<file path="src/rtl/daq_pixel_pack.sv">
// Purpose: packs capture-stage pixel bytes little-endian into 32-bit words, adds a frame header word, buffers them in a FWFT FIFO.
// Latency: a word completed at edge E (or a header/flush raised at E) is written at E+1 and shown on word_out in the next cycle.
// Backpressure: word_vld/word_rdy toward the SPI transmitter; a word that meets a full FIFO (no read that cycle) is dropped and counted.
//
// Ports: sys_clk/sys_rst_n (async active-low), data_in[7:0] + state[2:0] from the capture stage,
//        word_rdy in; word_out[31:0], word_vld, fifo_cnt[FIFO_AW:0], frame_cnt[15:0], ovf_cnt[15:0] out.
// Option: define PACK_LINE_TRAILER_EN to append {16'hC33C, 6'b0, line_bytes} after every line end.

module daq_pixel_pack #(
  parameter int          FIFO_AW   = 4,
  parameter logic [15:0] HDR_MAGIC = 16'hA55A
) (
  input  logic               sys_clk,
  input  logic               sys_rst_n,
  input  logic [7:0]         data_in,
  input  logic [2:0]         state,
  input  logic               word_rdy,
  output logic [31:0]        word_out,
  output logic               word_vld,
  output logic [FIFO_AW:0]   fifo_cnt,
  output logic [15:0]        frame_cnt,
  output logic [15:0]        ovf_cnt
);

  // ROT needs no decode: anything other than FOT/WR_EN behaves as idle here.
  localparam logic [2:0] ST_FOT   = 3'b001;
  localparam logic [2:0] ST_WR_EN = 3'b010;

  typedef struct packed {
    logic [15:0] magic;
    logic [15:0] fnum;
  } hdr_t;

  typedef enum logic [1:0] {P_IDLE, P_HDR, P_LINE, P_LEND} pstate_t;

  logic [2:0]  state_d1;
  logic        byte_vld;
  logic        byte_vld_d1;
  logic        frame_start;
  logic        line_end;
  logic [1:0]  idx;
  logic [1:0]  idx_nx;
  logic [31:0] pack;
  logic [31:0] pack_nx;
  logic [15:0] frame_cnt_nx;

  logic        wc_flag;
  logic        flush_flag;
  logic        hdr_flag;
  logic [31:0] wc_word;
  logic [31:0] flush_word;
  hdr_t        hdr_word;
  logic        wc_gnt;
  logic        flush_gnt;
  logic        hdr_gnt;
  logic        lend_busy;

  logic        wr_vld;
  logic        wr_rdy;
  logic [31:0] wr_dat;

  pstate_t     pstate;

`ifdef PACK_LINE_TRAILER_EN
  logic        trl_flag;
  logic        trl_gnt;
  logic [31:0] trl_word;
  logic [9:0]  line_bytes;
`endif

  // data_in lags the WR_EN sample by one edge, so bytes are qualified by the delayed state.
  assign byte_vld     = (state_d1 == ST_WR_EN);
  assign frame_start  = (state == ST_FOT) && (state_d1 != ST_FOT);
  assign line_end     = byte_vld_d1 && !byte_vld;
  assign frame_cnt_nx = frame_cnt + 16'd1;

`ifdef PACK_LINE_TRAILER_EN
  assign lend_busy = flush_flag | trl_flag;
`else
  assign lend_busy = flush_flag;
`endif

  // Lane insertion; starting a new word clears the upper lanes so a flushed partial word is zero-padded.
  always_comb begin
    pack_nx = pack;
    idx_nx  = idx;
    if (byte_vld) begin
      if (idx == 2'd0) begin
        pack_nx = {24'h0, data_in};
      end else begin
        pack_nx[{idx, 3'b000} +: 8] = data_in;
      end
      idx_nx = idx + 2'd1;
    end
  end

  // One FIFO write per cycle; losers keep their flag and retry next cycle.
  always_comb begin
    wc_gnt    = 1'b0;
    flush_gnt = 1'b0;
    hdr_gnt   = 1'b0;
`ifdef PACK_LINE_TRAILER_EN
    trl_gnt   = 1'b0;
`endif
    wr_vld    = 1'b1;
    wr_dat    = '0;
    if (wc_flag) begin
      wc_gnt = 1'b1;
      wr_dat = wc_word;
    end else if (flush_flag) begin
      flush_gnt = 1'b1;
      wr_dat    = flush_word;
`ifdef PACK_LINE_TRAILER_EN
    end else if (trl_flag) begin
      trl_gnt = 1'b1;
      wr_dat  = trl_word;
`endif
    end else if (hdr_flag) begin
      hdr_gnt = 1'b1;
      wr_dat  = hdr_word;
    end else begin
      wr_vld = 1'b0;
    end
  end

  always_ff @(posedge sys_clk or negedge sys_rst_n) begin
    if (!sys_rst_n) begin
      state_d1    <= 3'b000;
      byte_vld_d1 <= 1'b0;
      idx         <= 2'd0;
      pack        <= '0;
      wc_flag     <= 1'b0;
      flush_flag  <= 1'b0;
      hdr_flag    <= 1'b0;
      wc_word     <= '0;
      flush_word  <= '0;
      hdr_word    <= '0;
      frame_cnt   <= '0;
      ovf_cnt     <= '0;
      pstate      <= P_IDLE;
`ifdef PACK_LINE_TRAILER_EN
      trl_flag    <= 1'b0;
      trl_word    <= '0;
      line_bytes  <= '0;
`endif
    end else begin
      state_d1    <= state;
      byte_vld_d1 <= byte_vld;
      pack        <= pack_nx;
      idx         <= idx_nx;

      if (byte_vld && (idx == 2'd3)) begin
        wc_flag <= 1'b1;
        wc_word <= pack_nx;
      end else if (wc_gnt) begin
        wc_flag <= 1'b0;
      end

      // A frame start mid-word is treated like a line end so the partial word survives.
      if ((frame_start || line_end) && (idx_nx != 2'd0)) begin
        flush_flag <= 1'b1;
        flush_word <= pack_nx;
      end else if (flush_gnt) begin
        flush_flag <= 1'b0;
      end
      if (frame_start || line_end) begin
        idx <= 2'd0;
      end

      if (frame_start) begin
        frame_cnt <= frame_cnt_nx;
        hdr_flag  <= 1'b1;
        hdr_word  <= {HDR_MAGIC, frame_cnt_nx};
      end else if (hdr_gnt) begin
        hdr_flag <= 1'b0;
      end

`ifdef PACK_LINE_TRAILER_EN
      // Trailer captures the count now; the counter restarts for the next line.
      if (line_end) begin
        trl_flag   <= 1'b1;
        trl_word   <= {16'hC33C, 6'b0, line_bytes};
        line_bytes <= '0;
      end else begin
        if (trl_gnt) begin
          trl_flag <= 1'b0;
        end
        if (byte_vld && (line_bytes != 10'h3FF)) begin
          line_bytes <= line_bytes + 10'd1;
        end
      end
`endif

      if (wr_vld && !wr_rdy && (ovf_cnt != 16'hFFFF)) begin
        ovf_cnt <= ovf_cnt + 16'd1;
      end

      if (frame_start) begin
        pstate <= P_HDR;
      end else begin
        case (pstate)
          P_HDR:   if (hdr_gnt)    pstate <= P_LINE;
          P_LINE:  if (line_end)   pstate <= P_LEND;
          P_LEND:  if (!lend_busy) pstate <= P_LINE;
          default: ;
        endcase
      end
    end
  end

  daq_pp_fifo #(
    .DW (32),
    .AW (FIFO_AW)
  ) u_fifo (
    .clk    (sys_clk),
    .rst_n  (sys_rst_n),
    .wr_vld (wr_vld),
    .wr_dat (wr_dat),
    .wr_rdy (wr_rdy),
    .rd_vld (word_vld),
    .rd_dat (word_out),
    .rd_rdy (word_rdy),
    .cnt    (fifo_cnt)
  );

endmodule

// Purpose: generic first-word-fall-through FIFO, head word visible whenever rd_vld is high.
// Latency: a write at edge N is readable in the cycle after N.
// Backpressure: wr_rdy drops when full unless a read frees a slot in the same cycle.
module daq_pp_fifo #(
  parameter int DW = 32,
  parameter int AW = 4
) (
  input  logic          clk,
  input  logic          rst_n,
  input  logic          wr_vld,
  input  logic [DW-1:0] wr_dat,
  output logic          wr_rdy,
  output logic          rd_vld,
  output logic [DW-1:0] rd_dat,
  input  logic          rd_rdy,
  output logic [AW:0]   cnt
);

  localparam int DEPTH = 1 << AW;

  logic [DW-1:0] mem [DEPTH];
  logic [AW-1:0] wr_ptr;
  logic [AW-1:0] rd_ptr;
  logic          do_wr;
  logic          do_rd;

  assign rd_vld = (cnt != '0);
  assign do_rd  = rd_vld && rd_rdy;
  assign wr_rdy = !cnt[AW] || do_rd;
  assign do_wr  = wr_vld && wr_rdy;
  // Gate the head so stale or unwritten storage never shows while empty.
  assign rd_dat = rd_vld ? mem[rd_ptr] : '0;

  always_ff @(posedge clk) begin
    if (do_wr) begin
      mem[wr_ptr] <= wr_dat;
    end
  end

  always_ff @(posedge clk or negedge rst_n) begin
    if (!rst_n) begin
      wr_ptr <= '0;
      rd_ptr <= '0;
      cnt    <= '0;
    end else begin
      if (do_wr) wr_ptr <= wr_ptr + 1'b1;
      if (do_rd) rd_ptr <= rd_ptr + 1'b1;
      case ({do_wr, do_rd})
        2'b10:   cnt <= cnt + 1'b1;
        2'b01:   cnt <= cnt - 1'b1;
        default: ;
      endcase
    end
  end

endmodule

</file>
<file path="config.mk">
export PLATFORM = sky130hd
export DESIGN_NAME = daq_pixel_pack
export DESIGN_NICKNAME = d
export VERILOG_FILES = /design/src/rtl/daq_pixel_pack.sv
export SDC_FILE = /design/constraint.sdc
export NUM_CORES = 1
export LEC_CHECK = 0
export CELL_PAD_IN_SITES_DETAIL_PLACEMENT = 1
export CELL_PAD_IN_SITES_GLOBAL_PLACEMENT = 1
export CORE_UTILIZATION = 40
export CTS_CLUSTER_DIAMETER = 50
export CTS_CLUSTER_SIZE = 16
export DETAILED_ROUTE_END_ITERATION = 10
export PLACE_DENSITY = 0.72
export SLEW_MARGIN = 20
export SYNTH_ARGS = -nofsm -noshare
export SYNTH_HDL_FRONTEND = slang
export SYNTH_HIERARCHICAL = 1
export SYNTH_SLANG_ARGS = --single-unit
</file>
<file path="constraint.sdc">
create_clock -name sys_clk -period 11.72 [get_ports sys_clk]
set_input_delay 2.344 -clock sys_clk [delete_from_list [all_inputs] [get_ports sys_clk]]
set_output_delay 2.344 -clock sys_clk [all_outputs]
set_load 0.01 [all_outputs]
</file>
==> impl_metrics.toml <==
[outcome]
outcome = "complete, but fails checks"
failed_checks = "design-rule violations"

[logic_synthesis]
synth_cells = 1498
post_synth.cell_area_avg_sq_um = 17.9
synth_compound_area_share_pct = 3.32
seq_area_frac_synth_pct = 71.3
synth_top_area_share_pct = 57.3
synth_top_cell_by_area = "edfxtp_1"
yosys.area_share.simple_pct = 5.07
async_flop_share_pct = 22.8
synth-edff-count = 512
synth_mux_area_share_pct = 16.1
synth.cell_area_sq_um = 26800
synthFlopType = "edfxtp_1"
yosys_register_bits = 663
synth_area_leaders = "edfxtp_1 57%, dfrtp_1 14%, mux4_2 11%, mux2i_1 2.7%, nand2_1 1.7%"
synth_top_family_by_area = "multiplexers"
synth.net_count = 1527
synth_cell_types = 59
synth_xor_area_share_pct = 1.14
synth_warnings = 6
synth_fa_ha_area_share_pct = 0.699

[clock_tree]
clk_latency_ns = 0.61
numCtsBuffers = 68
cts_hold_buf = 0
clock_path_buffers = 3
cts_tree = "done"
cts_sinks = 663
cts.htree.levels = 3
ctsResizeCount = 0
path_clk_slew_ns = 0.07
cts_setup_buffers = 0
root_buffer = "clkbuf_16"

[finish]
drive_above_1_share_pct = 23.1
mostFrequentLayoutCells = "512 x edfxtp_1, 147 x dfrtp_1, 128 x mux4_2, 119 x nand2_1, 82 x clkdlybuf4s50_1"
antenna_cells = 0
final_util_pct = 46.9
nets = 1632
syn2layout_area_growth_pct = 15.6
final_cell_area_sq_um = 31000
final.fill_count = 6241
final_common_cell = "edfxtp_1"

[setup_path]
cp.arrival_ns = 3.97
slowest_stage = "dfrtp_4"
worst_setup_path_start_kind = "flip-flop"
required_ns = 9.38
critPathMaxFanout = 43
cp-end-kind = "primary output"
path_cells = "buf_4 > mux4_2 > mux2i_1 > o22ai_1 > clkdlybuf4s50_1"
worst-setup-path-type = "reg -> out"
max_stage_delay_ns = 0.95

[floorplan]
start_util_pct = 40.6
die_w_um = 261
num_io_pins = 84
dieArea_sq_um = 68200
num_rows = 94
coreArea_sq_um = 66100
die_h_um = 261

[sta]
finalHoldViolations = 0
hold_slack_ns = 0.476
tightest_slew_ns = 1.12
skew_ns = 0.0280
fin_crit_sh_pct = 53.9
finalWorstSetupSlack_ns = 5.40
drv_slew = 0
slew_headroom_pct = 25.4
max_freq_ghz = 0.158
fin_tns_setup_ns = 0
rsz0062_at_grt = "false"
finalCriticalPeriod_ns = 6.32
setup_viol = 0

[global_routing]
globalRouteMet2Util_pct = 33.5
use_met1_pct = 25.4
gr-usage-all-layers_pct = 19.3
top_usage_layer = "met2"
grt_pass1_vias = 15200
antenna_found_initial = 1
grt_start_max_net_pins = 81
grt_util_met3_pct = 2.96
gr-total-overflow = 0
grt_pass1_wl_mm = 96.5

[routing]
drt-pass1-iter-count = 11
drtIter0Drc = 1027
antenna_left = 0
wl_mm = 64.2
wl_per_cell_um = 25.5
via_count = 13900
drcViolationCount = 1
avgViaCountPerCell = 5.53

[place]
dpl_cell_area_sq_um = 28700
dp_hpwl_mm = 35.9
numPortBuffers = 83
place_ws_ns = 5.83
place.gp.congestion = 0.738

[pwr]
power_leakage_nw = 10.9
peakVddDrop_mv = 0.101
power-per-cell-area_nw_per_um2 = 225

[min_path]
hp-class = "reg -> reg"

[job]
maxCapViolations = 0
## flip-flops by register name (all words and copies together) (netlist names), 2 cells and up
signal         flops
wc_word           32
ovf_cnt           16
u_fifo/cnt         5
u_fifo/wr_ptr      4
flush_word        32
pack              32
idx                2
state_d1           3
u_fifo/mem       512
hdr_word          17
u_fifo/rd_ptr      4
## path summary, 6_finish.rpt
kind	start	to	slack, ns	depth (start not counted)
min in group asynchronous	sys_rst_n	hdr_word[6]$_DFFE_PN0P_	1.76	1
worst max register to register	wc_flag$_DFFE_PN0P_	u_fifo/cnt[4]$_DFFE_PN0P_	8.00	12
worst min-delay path	wc_word[26]$_DFFE_PN0P_	wc_word[26]$_DFFE_PN0P_	0.48	2
worst min register to register	wc_word[26]$_DFFE_PN0P_	wc_word[26]$_DFFE_PN0P_	0.48	2
worst max-delay path	u_fifo/rd_ptr[0]$_DFFE_PN0P_	word_out[18]	5.40	5
max in group asynchronous	sys_rst_n	u_fifo/rd_ptr[3]$_DFFE_PN0P_	8.43	2
## power breakdown
part | switching [W] | internal [W] | total (W)
Combinational | 0.000931 | 0.000948 | 0.00188
Clock | 0.000956 | 0.00124 | 0.00219
Sequential | 0.000175 | 0.00273 | 0.00291
## Yosys cell counts (all sizes together), types with 11 or more instances
cell type  count
mux2          53
mux2i         73
o31ai         13
nor3          14
o22ai         32
mux4         128
nand3         19
nor2          53
xnor2         26
o21ai         31
ha            15
a21oi         51
buf           71
clkbuf        32
nand4         11
dfrtp        151
nand2        120
edfxtp       512
## cells by family after synthesis
group           count (synthesis)
xor+xnor                       35
mux                           254
buf+inv                       113
simple gates                  274
flops                         663
fa+ha+maj                      15
compound gates                144
## routing by layer
metal  up-vias  share of wire (%)
li1       6065                  -
met1      7468                 43
met2       324                 51
met3        66                4.5
met4         0                1.4
met5         -                  0
## through the flow
step / std cells / total power, W
finish: 2517 / 0.00698
global placement: 2395 / 0.00480
floorplan: 1498 / 0.00417
detailed placement: 2397 / 0.00487
CTS: 2517 / 0.00708
global route: 2517 / 0.00728
## worst max-delay path: cells and delay by family (launching register included)
kind / cells / cell delay [ns]
multiplexers: 2 / 0.82
buffers and inverters: 2 / 1.36
AO/OA/AOI/OAI: 1 / 0.18
flip-flops: 1 / 0.95
## area by class of cell
cell class              instances  area, sq um  share of cell area (%)
multi-input cells             722         7180                    23.2
clock inverters                46          497                    1.60
well taps                     864         1080                    3.48
repair buffers                138         1280                    4.13
clock buffers                  74         1780                    5.73
inverters                      10         37.5                   0.121
flip-flops and latches        663        19200                    61.8
Note: power is estimated with default switching activity, not from simulation.
